File: config.mk
export PLATFORM = sky130hd
export DESIGN_NAME = keypad_scan
export DESIGN_NICKNAME = d
export VERILOG_FILES = /design/src/rtl/keypad_scan.sv
export SDC_FILE = /design/constraint.sdc
export NUM_CORES = 1
export LEC_CHECK = 0
export CAP_MARGIN = 20
export CORE_AREA = 3 3 113 115
export CTS_CLUSTER_SIZE = 40
export DETAILED_ROUTE_END_ITERATION = 10
export DIE_AREA = 0 0 116 118
export SLEW_MARGIN = 30
export SYNTH_ARGS = -nofsm -noshare
export SYNTH_HDL_FRONTEND = slang
export SYNTH_SLANG_ARGS = --single-unit
File: constraint.sdc
create_clock -name clk -period 9.53 [get_ports clk]
set_clock_uncertainty 0.15 [all_clocks]
set_input_delay 1.4295 -clock clk [delete_from_list [all_inputs] [get_ports clk]]
set_output_delay 1.4295 -clock clk [all_outputs]
set_load 0.02 [all_outputs]
File: src/rtl/keypad_scan.sv
// keypad_scan: 4x4 active-low matrix keypad scanner with whole-scan debounce,
// ghost rejection and a valid/ack key handshake.
module keypad_scan #(
    parameter int SCAN_DIV       = 1000,
    parameter int DEBOUNCE_SCANS = 4
) (
    input  logic       clk,
    input  logic       rst,
    input  logic [3:0] COL,
    output logic [3:0] ROW,
    output logic [3:0] KEYCODE,
    output logic       KEY_VALID,
    input  logic       KEY_ACK,
    output logic       KEY_DOWN,
    output logic       KEY_OVR
);
    localparam int DW = (SCAN_DIV > 1) ? $clog2(SCAN_DIV) : 1;
    localparam logic [DW-1:0] LAST = DW'(SCAN_DIV - 1);
    localparam logic [3:0] DB = 4'(DEBOUNCE_SCANS);
    localparam logic [1:0] S_IDLE    = 2'd0;
    localparam logic [1:0] S_CONFIRM = 2'd1;
    localparam logic [1:0] S_HELD    = 2'd2;
    localparam logic [1:0] S_RELEASE = 2'd3;

    logic [3:0]    r_sync1, r_sync2, r_row, r_cand, r_n, r_keycode;
    logic [1:0]    r_ridx, r_state;
    logic [DW-1:0] r_dwell;
    logic [11:0]   r_cap;
    logic          r_valid, r_down, r_ovr;

    logic        w_row_end, w_scan_end, w_hit, w_match, w_accept, w_release_done;
    logic [15:0] w_low;
    logic [4:0]  w_cnt;
    logic [3:0]  w_key, w_n1, w_cand_n, w_n_n;
    logic [1:0]  w_state_n;

    assign w_row_end  = r_dwell == LAST;
    assign w_scan_end = w_row_end && r_ridx == 2'd3;
    // Row 3 is never stored: its live synchronized columns complete the scan.
    assign w_low      = ~{r_sync2, r_cap};
    assign w_hit      = w_cnt == 5'd1;
    assign w_match    = w_hit && w_key == r_cand;
    assign w_n1       = r_n + 4'd1;
    assign w_accept   = w_scan_end && r_state == S_CONFIRM && w_match && w_n1 == DB;
    assign w_release_done = w_scan_end && r_state == S_RELEASE && !w_match && w_n1 == DB;

    always_comb begin
        w_cnt = '0;
        w_key = '0;
        for (int i = 0; i < 16; i++)
            if (w_low[i]) begin
                w_cnt = w_cnt + 5'd1;
                w_key = 4'(i);
            end
    end

    always_comb begin
        w_state_n = r_state;
        w_cand_n  = r_cand;
        w_n_n     = r_n;
        if (w_scan_end)
            case (r_state)
                S_IDLE: if (w_hit) begin
                    w_state_n = S_CONFIRM;
                    w_cand_n  = w_key;
                    w_n_n     = 4'd1;
                end
                S_CONFIRM:
                    if (!w_match) w_state_n = S_IDLE;
                    else if (w_n1 == DB) w_state_n = S_HELD;
                    else w_n_n = w_n1;
                S_HELD: if (!w_match) begin
                    w_state_n = S_RELEASE;
                    w_n_n     = 4'd1;
                end
                default:
                    if (w_match) w_state_n = S_HELD;
                    else if (w_n1 == DB) w_state_n = S_IDLE;
                    else w_n_n = w_n1;
            endcase
    end

    always_ff @(posedge clk or negedge rst) begin
        if (!rst) begin
            r_sync1   <= 4'hF;
            r_sync2   <= 4'hF;
            r_row     <= 4'b1110;
            r_ridx    <= '0;
            r_dwell   <= '0;
            r_cap     <= '1;
            r_state   <= S_IDLE;
            r_cand    <= '0;
            r_n       <= '0;
            r_keycode <= '0;
            r_valid   <= 1'b0;
            r_down    <= 1'b0;
            r_ovr     <= 1'b0;
        end else begin
            r_sync1 <= COL;
            r_sync2 <= r_sync1;
            r_dwell <= w_row_end ? '0 : r_dwell + DW'(1);
            if (w_row_end) begin
                r_ridx <= r_ridx + 2'd1;
                r_row  <= {r_row[2:0], r_row[3]};
            end
            for (int i = 0; i < 3; i++)
                if (w_row_end && r_ridx == 2'(i)) r_cap[i*4 +: 4] <= r_sync2;
            r_state <= w_state_n;
            r_cand  <= w_cand_n;
            r_n     <= w_n_n;
            if (w_accept) r_keycode <= r_cand;
            r_valid <= w_accept | (r_valid & ~KEY_ACK);
            r_ovr   <= w_accept & r_valid;
            r_down  <= w_accept | (r_down & ~w_release_done);
        end
    end

    assign ROW       = r_row;
    assign KEYCODE   = r_keycode;
    assign KEY_VALID = r_valid;
    assign KEY_DOWN  = r_down;
    assign KEY_OVR   = r_ovr;
endmodule

==> impl_metrics.py, run 1 <==
metrics = {
    "power": {
        "p_per_area_nw_per_um2": 88.60,
        "switching_share_pct": 21.79,
        "p_switching_uw": 96.65,
        "p_int_uw": 346.9,
        "leakage_nw": 2.026,
        "combPwrFrac_pct": 6.8,
        "p_seq_share_pct": 52.4,
        "ir_drop_uv": 113.3,
        "pwr-share-clk_pct": 40.8,
    },
    "setup_path": {
        "rrSetupSlack_ps": 130,
        "worst_path_most_repeated_cell": "ha_4",
        "endpoint": "KEYCODE[3]$_DFFE_PN0P_",
        "critPathCaptureType": "flop",
        "arrival_ps": 9430,
        "r2r_cells": 53,
        "crit_fanout": 5,
        "max_stage_delay_ps": 550,
        "r2r-end": "KEYCODE[3]$_DFFE_PN0P_",
        "worstPathRequired_ps": 9550,
        "cp-startpoint": "r_cap[0]$_DFFE_PN1P_",
        "crit_type": "reg2reg",
        "cp-start-kind": "flop",
        "worst_path_max_delay_cell": "dfstp_2",
        "r2r-start": "r_cap[0]$_DFFE_PN1P_",
    },
    "floorplanning": {
        "initial_core_util_pct": 34.56,
        "die_w_um": 116,
        "die_area_um2": 13690,
        "rows": 40,
        "core_um2": 11910,
        "die_h_um": 118,
        "io_pins": 18,
    },
    "yosys": {
        "synth_top_area_share_pct": 18.24,
        "yosys.area.top_type": "dfrtp_1",
        "synthesis.nets": 461,
        "seq_area_frac_synth_pct": 32.92,
        "async_flop_share_pct": 100.0,
        "ys_ff_latch": 53,
        "yosys_warnings": 0,
        "synth_enable_flop_cells": 0,
        "synthTopCellsByCount": "nand2_1, xnor2_1, dfrtp_1",
        "synth_area_per_cell_um2": 9.529,
        "synth_ff_type": "dfrtp_1",
        "netlist_area_um2": 4116,
        "yosysMostFrequentCell": "nand2_1",
        "synthCells": 432,
        "synth_area_leaders": "dfrtp_1, dfstp_2, xnor2_1",
        "yosysUniqueCellTypes": 70,
    },
    "final_layout": {
        "layout-drive-gt1-share_pct": 28.79,
        "multi_input_area_um2": 2855,
        "area_growth_pct": 21.61,
        "seq_area_um2": 1355,
        "design_area_um2": 5006,
        "fin_nets": 490,
        "fillers": 1168,
        "antenna_cells_inserted": 0,
    },
    "grt": {
        "antenna_found_initial": 0,
        "grt.total_usage_pct": 11.93,
        "grt_overflow_total": 0,
        "grt_max_degree": 54,
        "grt_pass1_wl_um": 13700,
        "grt_pass1_vias": 3025,
    },
    "timing": {
        "setup_viol": 0,
        "final.period_utilization_pct": 98.66,
        "worst_slack_ps": 127.6,
        "slew_viol_final": 0,
        "layout_min_cycle_time_ps": 9402,
        "max_slew_margin_pct": 52.79,
        "worstMarginPinSlew_ps": 703.1,
        "clock.fmax_mhz": 106.4,
        "hold_viol_final": 0,
        "setup_tns_ps": 0,
        "grt_setup_unrepaired": "true",
    },
    "placement": {
        "gp_congestion": 0.8142,
        "placed_area_um2": 4542,
        "dpl.hpwl_um": 6026,
        "post-place-ws_ps": -132.2,
        "io_buffers": 17,
    },
    "clock_tree": {
        "cts.sinks": 53,
        "tritoncts": "built",
        "numCtsBuffers": 5,
        "cts.htree.levels": 2,
        "clock_latency_ps": 290,
        "clk_root_buffer_cell": "clkbuf_16",
        "ctsHoldBuffers": 0,
        "clkTransAtPathRegs_ps": 70,
        "clockBufferDepth": 2,
    },
    "detailed_routing": {
        "via_per_inst": 5.059,
        "wl_per_cell_um": 13.47,
        "drt_iter0_drc": 96,
        "drt-pass1-iter-count": 4,
        "ant_nets": 0,
        "drc": 0,
        "wl_um": 8203,
        "vias": 3081,
    },
    "hold_path": {
        "hp-class": "reg2reg",
    },
    "job": {
        "maxCapViolCount": 0,
    },
    "outcome": {
        "run_status": "finished clean",
    },
}
==> cell type report <==
cell class	instances	area share (%)
clock inverters	1	0.1500
well taps	147	3.674
inverters	26	1.950
multi-input cells	333	57.04
repair buffers	42	7.273
flip-flops and latches	53	27.07
clock buffers	7	2.849
==> critical path: cells and delay by family (launching register included) <==
kind,cells,cell delay [ps]
AOI/OAI and AO/OA,12,1750
xor gates and xnor gates,1,190
adders and majority gates,14,3660
buffers and inverters,6,530
DFF,1,550
muxes,2,500
and+or+nand+nor,18,1960
==> metrics by stage <==
stage / total power, mW / instances / hold WS (ps) / utilization (%)
global placement: 0.2604 / 591 / 196.2 / 38.13
finish: 0.4435 / 609 / 205.7 / 42.03
CTS: 0.4457 / 599 / 207.0 / 39.57
floorplan: 0.2502 / 432 / 195.2 / -
detailed placement: 0.2613 / 591 / 197.5 / 38.13
global route: 0.4629 / 609 / 215.3 / 42.03
==> sequential cells by signal, indices dropped and copies added, names as in the netlist, named ones only <==
signal	count
KEY_OVR	1
KEY_VALID	1
r_state	1
r_sync2	4
r_cand	4
r_dwell	10
r_sync1	4
KEYCODE	4
ROW	4
r_n	4
r_ridx	2
r_cap	12
KEY_DOWN	1
==> logic make-up (layout without fill, tap and decap cells) <==
family	Yosys count	after routing	synth area share (%)
AND/OR/NAND/NOR	152	152	19.45
AO/OA/AOI/OAI	76	76	12.40
XOR/XNOR	55	55	15.68
flip-flops	53	53	32.92
buffers and inverters	46	76	4.772
multiplexers	28	28	8.085
adder cells (fa/ha/maj)	22	22	6.687
==> worst min-delay path by stage <==
stage                         start                   end  slack [ps]  cells after the start
6_report       r_sync1[0]$_DFF_PN1_  r_sync2[0]$_DFF_PN1_         210                      0
5_1_grt        r_sync1[0]$_DFF_PN1_  r_sync2[0]$_DFF_PN1_         220                      0
4_1_cts        r_sync1[0]$_DFF_PN1_  r_sync2[0]$_DFF_PN1_         210                      0
3_5_place_dp   r_sync1[0]$_DFF_PN1_  r_sync2[0]$_DFF_PN1_         200                      0
3_3_place_gp   r_sync1[0]$_DFF_PN1_  r_sync2[0]$_DFF_PN1_         200                      0
2_1_floorplan  r_sync1[0]$_DFF_PN1_  r_sync2[0]$_DFF_PN1_         200                      0
==> power groups by stage <==
stage	clock network [mW]	registers, mW	logic (mW)
floorplan	0	0.233	0.0174
detailed placement	0	0.236	0.0252
global placement	0	0.236	0.0244
global route	0.196	0.233	0.0338
CTS	0.188	0.232	0.0255
finish	0.181	0.233	0.0302
==> layout by cell type, fill, tap and decap left out, types with 8 or more instances in the layout <==
cell type and n:
nand2_1 42, nor2_1 22, xnor2_1 32, dfstp_2 23
xor2_1 9, nand3_1 9, ha_4 8, buf_4 22
ha_1 13, inv_1 23, clkdlybuf4s50_1 16, mux2_2 13
mux2_4 8, nor2b_1 11, dfrtp_1 30, o21ai_0 20
==> metal layers <==
| layer | GRT usage (%) | routed length [um] | vias to the layer above |
|---|---|---|---|
| met5 | 0 | 0 | - |
| met4 | 2.973 | 87 | 0 |
| met3 | 1.799 | 145 | 6 |
| met2 | 20.00 | 4087 | 29 |
| met1 | 15.99 | 3882 | 1484 |
| li1 | - | - | 1562 |
==> what timing repair did <==
item	CTS	global route
setup buffers	0	10
gates resized for setup	6	40
pin swaps	2	32
endpoints found under the setup margin	12	17
No activity file was read; power rests on OpenSTA's default activity.
==> inputs of run 2 (changes only) <==
--- a/config.mk
+++ b/config.mk
@@ -10,6 +10,7 @@
 export CTS_CLUSTER_SIZE = 40
 export DETAILED_ROUTE_END_ITERATION = 10
 export DIE_AREA = 0 0 116 118
+export GPL_TIMING_DRIVEN = 0
 export SLEW_MARGIN = 30
 export SYNTH_ARGS = -nofsm -noshare
 export SYNTH_HDL_FRONTEND = slang
==> run 2 against run 1 <==
Effect of this change:
- global-route usage increased by 0.86 points
- combinational power is 33% higher
- sequential share of layout area decreased by 1.2 points
- clock-buffer cell count is 2 lower
- cell count increased by 3.6%
- worst hold slack worse by 1.1 ps
- via count rose by 4.1%
- setup slack lost 74 ps
- critical path depth unchanged
- routed wire length increased by 3.9%
==> impl_metrics.py, run 2 (synthesis results as in run 1) <==
metrics = {
    "outcome": {
        "run_status": "finished clean",
    },
    "timing": {
        "clock.fmax_mhz": 105.5,
        "grt_setup_unrepaired": "true",
        "worstMarginPinSlew_ps": 844.0,
        "hold_slack_ps": 204.6,
        "setup_tns_ps": 0,
        "setup_viol": 0,
        "hold_viol_final": 0,
        "slew_viol_final": 0,
        "max_slew_margin_pct": 43.33,
        "layout_min_cycle_time_ps": 9477,
        "final.period_utilization_pct": 99.44,
    },
    "floorplanning": {
        "initial_core_util_pct": 34.56,
        "die_area_um2": 13690,
        "rows": 40,
        "io_pins": 18,
        "core_um2": 11910,
        "die_h_um": 118,
        "die_w_um": 116,
    },
    "detailed_routing": {
        "wl_um": 8523,
        "wl_met2_um": 4268,
        "via_per_inst": 5.081,
        "wl_met1_um": 3952,
        "wl_per_cell_um": 13.51,
        "wl_met3_um": 212,
        "drt_iter0_drc": 160,
        "drt-pass1-iter-count": 4,
        "ant_nets": 0,
        "routed.top_layer": "met4",
        "drc": 0,
        "vias": 3206,
    },
    "hold_path": {
        "hp-class": "reg2reg",
        "hold_start": "r_sync1[1]$_DFF_PN1_",
        "hold_path_depth": 0,
        "min_to": "r_sync2[1]$_DFF_PN1_",
    },
    "setup_path": {
        "r2r_cells": 53,
        "r2r-end": "KEYCODE[1]$_DFFE_PN0P_",
        "worstPathRequired_ps": 9560,
        "r2r-start": "r_cap[1]$_DFFE_PN1P_",
        "worst-path-buf-inv": 7,
        "arrival_ps": 9510,
        "critPathTopFamily": "adder cells",
        "crit_type": "reg2reg",
        "crit_fanout": 5,
        "cp-startpoint": "r_cap[1]$_DFFE_PN1P_",
        "rrSetupSlack_ps": 50,
        "cp-start-kind": "flop",
        "worst_path_max_delay_cell": "dfstp_2",
        "critPathCaptureType": "flop",
        "max_stage_delay_ps": 560,
        "worst_path_most_repeated_cell": "ha_4",
    },
    "grt": {
        "grt_pass1_vias": 3180,
        "antenna_found_initial": 0,
        "grt_max_degree": 50,
        "grt_pass1_wl_um": 14750,
        "grt.total_usage_pct": 12.79,
        "grt_overflow_total": 0,
    },
    "clock_tree": {
        "clk_root_buffer_cell": "clkbuf_16",
        "tritoncts": "built",
        "ctsHoldBuffers": 0,
        "clockBufferDepth": 2,
        "cts.htree.levels": 2,
        "numCtsBuffers": 5,
        "clock_latency_ps": 290,
        "clkTransAtPathRegs_ps": 70,
        "cts.sinks": 53,
    },
    "power": {
        "p_switching_uw": 108.1,
        "pwr-share-clk_pct": 43.8,
        "p_int_uw": 371.6,
        "leakage_nw": 2.127,
        "p_seq_share_pct": 47.8,
        "combPwrFrac_pct": 8.4,
        "p_per_area_nw_per_um2": 91.41,
        "switching_share_pct": 22.53,
        "ir_drop_uv": 107.0,
    },
    "placement": {
        "io_buffers": 17,
        "placed_area_um2": 4558,
        "dpl.hpwl_um": 5964,
        "dpl.cell_count": 597,
        "gp_congestion": 0.8276,
    },
    "final_layout": {
        "regMostFlops": "r_cap",
        "top_regs": "r_cap: 12 flops, r_dwell: 10 flops",
        "final_common_cell": "nand2_1",
        "largest_reg_flops": 12,
        "seq_area_um2": 1355,
        "final_cells": 631,
        "layout_common_cells": "nand2_1, xnor2_1, dfrtp_1",
        "design_area_um2": 5248,
        "fin_nets": 512,
        "multi_input_area_um2": 2934,
        "antenna_cells_inserted": 0,
        "fillers": 1120,
        "layout-drive-gt1-share_pct": 31.82,
        "final_core_util_pct": 44.05,
        "area_growth_pct": 27.48,
    },
    "job": {
        "maxCapViolCount": 0,
    },
}
## run 2: changes by cell type in the layout (fill, tap and decap cells not counted), moves of 3 or more
cell      before  now
buf_4         22   26
clkbuf_1       1   12
inv_1         23   20
inv_2          3    6
## run 2: worst max path at each step
stage                                         to  cells past startpoint
after floorplan           KEYCODE[0]$_DFFE_PN0P_                     54
after global placement    KEYCODE[0]$_DFFE_PN0P_                     54
after detailed placement  KEYCODE[1]$_DFFE_PN0P_                     54
after CTS                 KEYCODE[1]$_DFFE_PN0P_                     53
after global routing      KEYCODE[1]$_DFFE_PN0P_                     53
final                     KEYCODE[1]$_DFFE_PN0P_                     53
## run 2: worst reg2reg max path: cells and delay by family (launching register included)
family | cells | cell delay [ps]
compound gates | 12 | 1930
xor+xnor | 1 | 180
fa+ha+maj | 13 | 3390
buf+inv | 7 | 620
flops | 1 | 560
mux | 2 | 490
simple gates | 18 | 2060
## run 2: final cells by class
class / instances / share of cell area (%)
clock inverter: 3 / 0.9299
timing repair buffer: 46 / 8.011
inverter: 26 / 1.860
clock buffer: 5 / 2.384
sequential: 53 / 25.82
buffer: 18 / 1.574
multi-input combinational: 333 / 55.91
tap: 147 / 3.505
## run 2: stage by stage
step / worst slack, ps / total power [mW]
after floorplan: 17.83 / 0.2502
after global placement: -780.9 / 0.2600
after detailed placement: -1059 / 0.2625
after CTS: -60.25 / 0.4808
after global routing: -396.1 / 0.4985
final: 53.11 / 0.4797
## run 2: per-layer routing
layer	global-route usage, %	vias up
li1	-	1600
met1	17.40	1555
met2	21.55	42
met3	1.594	9
met4	2.901	0
met5	0	-
## run 2: what timing repair did
action,CTS,global route
setup endpoints to repair,17,17
setup buffers,23,6
resized for setup,32,31
pin swaps,30,30
## run 2: power groups by stage
stage	logic (mW)	registers [mW]	clock network (mW)
6_report	0.0403	0.229	0.210
5_1_grt	0.0441	0.229	0.225
4_1_cts	0.0348	0.229	0.217
3_5_place_dp	0.0296	0.233	0
3_3_place_gp	0.0270	0.233	0
2_1_floorplan	0.0174	0.233	0
==> inputs of run 3 (changes only) <==
--- a/config.mk
+++ b/config.mk
@@ -6,11 +6,15 @@
 export NUM_CORES = 1
 export LEC_CHECK = 0
 export CAP_MARGIN = 20
-export CORE_AREA = 3 3 113 115
+export CELL_PAD_IN_SITES_DETAIL_PLACEMENT = 0
+export CELL_PAD_IN_SITES_GLOBAL_PLACEMENT = 2
+export CORE_AREA = 3 3 122 124
 export CTS_CLUSTER_SIZE = 40
 export DETAILED_ROUTE_END_ITERATION = 10
-export DIE_AREA = 0 0 116 118
+export DIE_AREA = 0 0 125 127
 export GPL_TIMING_DRIVEN = 0
+export PLACE_DENSITY_LB_ADDON = 0.1
+export SKIP_LAST_GASP = 1
 export SLEW_MARGIN = 30
 export SYNTH_ARGS = -nofsm -noshare
 export SYNTH_HDL_FRONTEND = slang
==> run 3 against run 2 <==
Effect of this change:
- routed wire length increased by 11%
- setup slack gained 290 ps
- largest power group unchanged
- combinational power increased by 5.5%
- sequential power is essentially flat
- cell count rose by 5.4%
- cell area increased by 0.41%
- clock-buffer cell count grew 2
- die area grew 16%
- register-to-register slack improved by 290 ps
- core utilization down 6.1 points
- via count shrank 2.7%
==> impl_metrics.py, run 3 (synthesis results as in run 1) <==
metrics = {
    "placement": {
        "io_buffers": 17,
        "gp_congestion": 0.7290,
        "placed_area_um2": 4599,
        "dpl.hpwl_um": 6924,
    },
    "setup_path": {
        "worst_path_max_delay_cell": "dfstp_2",
        "cp-start-kind": "flop",
        "worstPathRequired_ps": 9560,
        "critPathCaptureType": "flop",
        "crit_fanout": 5,
        "max_stage_delay_ps": 550,
        "arrival_ps": 9220,
        "crit_type": "reg2reg",
        "worst_path_most_repeated_cell": "ha_4",
    },
    "grt": {
        "grt_max_degree": 48,
        "grt_pass1_vias": 3219,
        "grt_overflow_total": 0,
        "antenna_found_initial": 0,
        "grt_pass1_wl_um": 16500,
        "grt.total_usage_pct": 12.46,
    },
    "timing": {
        "grt_setup_unrepaired": "true",
        "layout_min_cycle_time_ps": 9191,
        "clock.fmax_mhz": 108.8,
        "final.period_utilization_pct": 96.44,
        "max_slew_margin_pct": 42.92,
        "slew_viol_final": 0,
        "setup_viol": 0,
        "worstMarginPinSlew_ps": 850.1,
        "hold_viol_final": 0,
    },
    "final_layout": {
        "regMostFlops": "r_cap",
        "layout_common_cells": "nand2_1, xnor2_1, dfrtp_1, buf_4, dfstp_2",
        "fin_nets": 513,
        "fillers": 1402,
        "top_regs": "r_cap: 12 flops, r_dwell: 10 flops",
        "area_growth_pct": 27.99,
        "final_common_cell": "nand2_1",
        "design_area_um2": 5269,
        "layout-drive-gt1-share_pct": 31.34,
        "antenna_cells_inserted": 0,
        "largest_reg_flops": 12,
    },
    "floorplanning": {
        "initial_core_util_pct": 29.66,
        "rows": 43,
        "die_h_um": 127,
        "io_pins": 18,
        "die_w_um": 125,
        "die_area_um2": 15880,
        "core_um2": 13880,
    },
    "detailed_routing": {
        "wl_um": 9458,
        "ant_nets": 0,
        "vias": 3121,
        "drt_iter0_drc": 101,
        "drt-pass1-iter-count": 4,
        "drc": 0,
        "via_per_inst": 4.693,
        "wl_per_cell_um": 14.22,
    },
    "clock_tree": {
        "tritoncts": "built",
        "clockBufferDepth": 2,
        "cts.sinks": 53,
        "clock_latency_ps": 300,
        "numCtsBuffers": 5,
        "clk_root_buffer_cell": "clkbuf_16",
        "clkTransAtPathRegs_ps": 70,
        "cts.htree.levels": 2,
    },
    "power": {
        "p_per_area_nw_per_um2": 86.45,
        "ir_drop_uv": 78.62,
        "leakage_nw": 2.114,
        "p_total_uw": 455.5,
    },
    "job": {
        "maxCapViolCount": 0,
    },
    "outcome": {
        "run_status": "finished clean",
    },
    "hold_path": {
        "hp-class": "reg2reg",
    },
}
==> run 3: critical path, delay by kind of cell (launching register included) <==
kind / cells / cell delay, ps
buf+inv: 6 / 450
mux: 2 / 480
compound gates: 12 / 1880
fa+ha+maj: 14 / 3550
flops: 1 / 550
simple gates: 18 / 1850
xor+xnor: 1 / 170
==> run 3: cell type report <==
cell class                 instances  area [um^2]  area share, %
tap                              180        225.2          4.275
inverter                          26        97.59          1.852
timing repair buffer              47        416.7          7.908
clock inverter                     1        8.758         0.1662
multi-input combinational        333         2950          56.00
buffer                            18        82.58          1.567
clock buffer                       7        132.6          2.517
sequential                        53         1355          25.72
==> run 3: worst paths after layout <==
path | start | endpoint | slack [ps] | cells after the start
min | r_sync1[2]$_DFF_PN1_ | r_sync2[2]$_DFF_PN1_ | 200 | 0
max | r_cap[1]$_DFFE_PN1P_ | KEYCODE[0]$_DFFE_PN0P_ | 340 | 53
max in group asynchronous | rst | r_cap[4]$_DFFE_PN1P_ | 7910 | 2
min reg2reg | r_sync1[2]$_DFF_PN1_ | r_sync2[2]$_DFF_PN1_ | 200 | 0
min in group asynchronous | rst | async pin | 800 | 1
max reg2reg | r_cap[1]$_DFFE_PN1P_ | KEYCODE[0]$_DFFE_PN0P_ | 340 | 53
==> run 3: what timing repair did <==
action,4_1_cts,5_1_grt
hold buffers,0,0
buffers inserted,22,7
pin swaps,27,20
setup endpoints to repair,17,17
gates resized for setup,35,27
==> run 3: per-layer routing <==
metal	vias to the layer above	track usage, %	share of wire, %
li1	1603	-	-
met1	1471	17.84	51
met2	41	20.18	45
met3	6	1.505	2.3
met4	0	3.061	1.1
met5	-	0	0
==> run 3: through the flow <==
step / utilization, % / std cells / setup slack (ps) / setup TNS, ps / hold slack, ps
3_5_place_dp: 33.14 / 630 / -1093 / -16030 / 196.8
4_1_cts: 36.63 / 660 / -63.29 / -412.5 / 207.8
3_3_place_gp: 32.95 / 629 / -1025 / -14900 / 196.1
6_report: 37.96 / 665 / 338.9 / 0 / 202.5
2_1_floorplan: - / 432 / 17.83 / 0 / 195.2
5_1_grt: 37.96 / 665 / -238.8 / -2452 / 214.7
==> run 3: report_power, final <==
group	switching (mW)	internal, mW	total [mW]
logic	0.0232	0.0193	0.0425
registers	0.000892	0.228	0.229
clock network	0.0854	0.0985	0.184
total	0.110	0.346	0.455
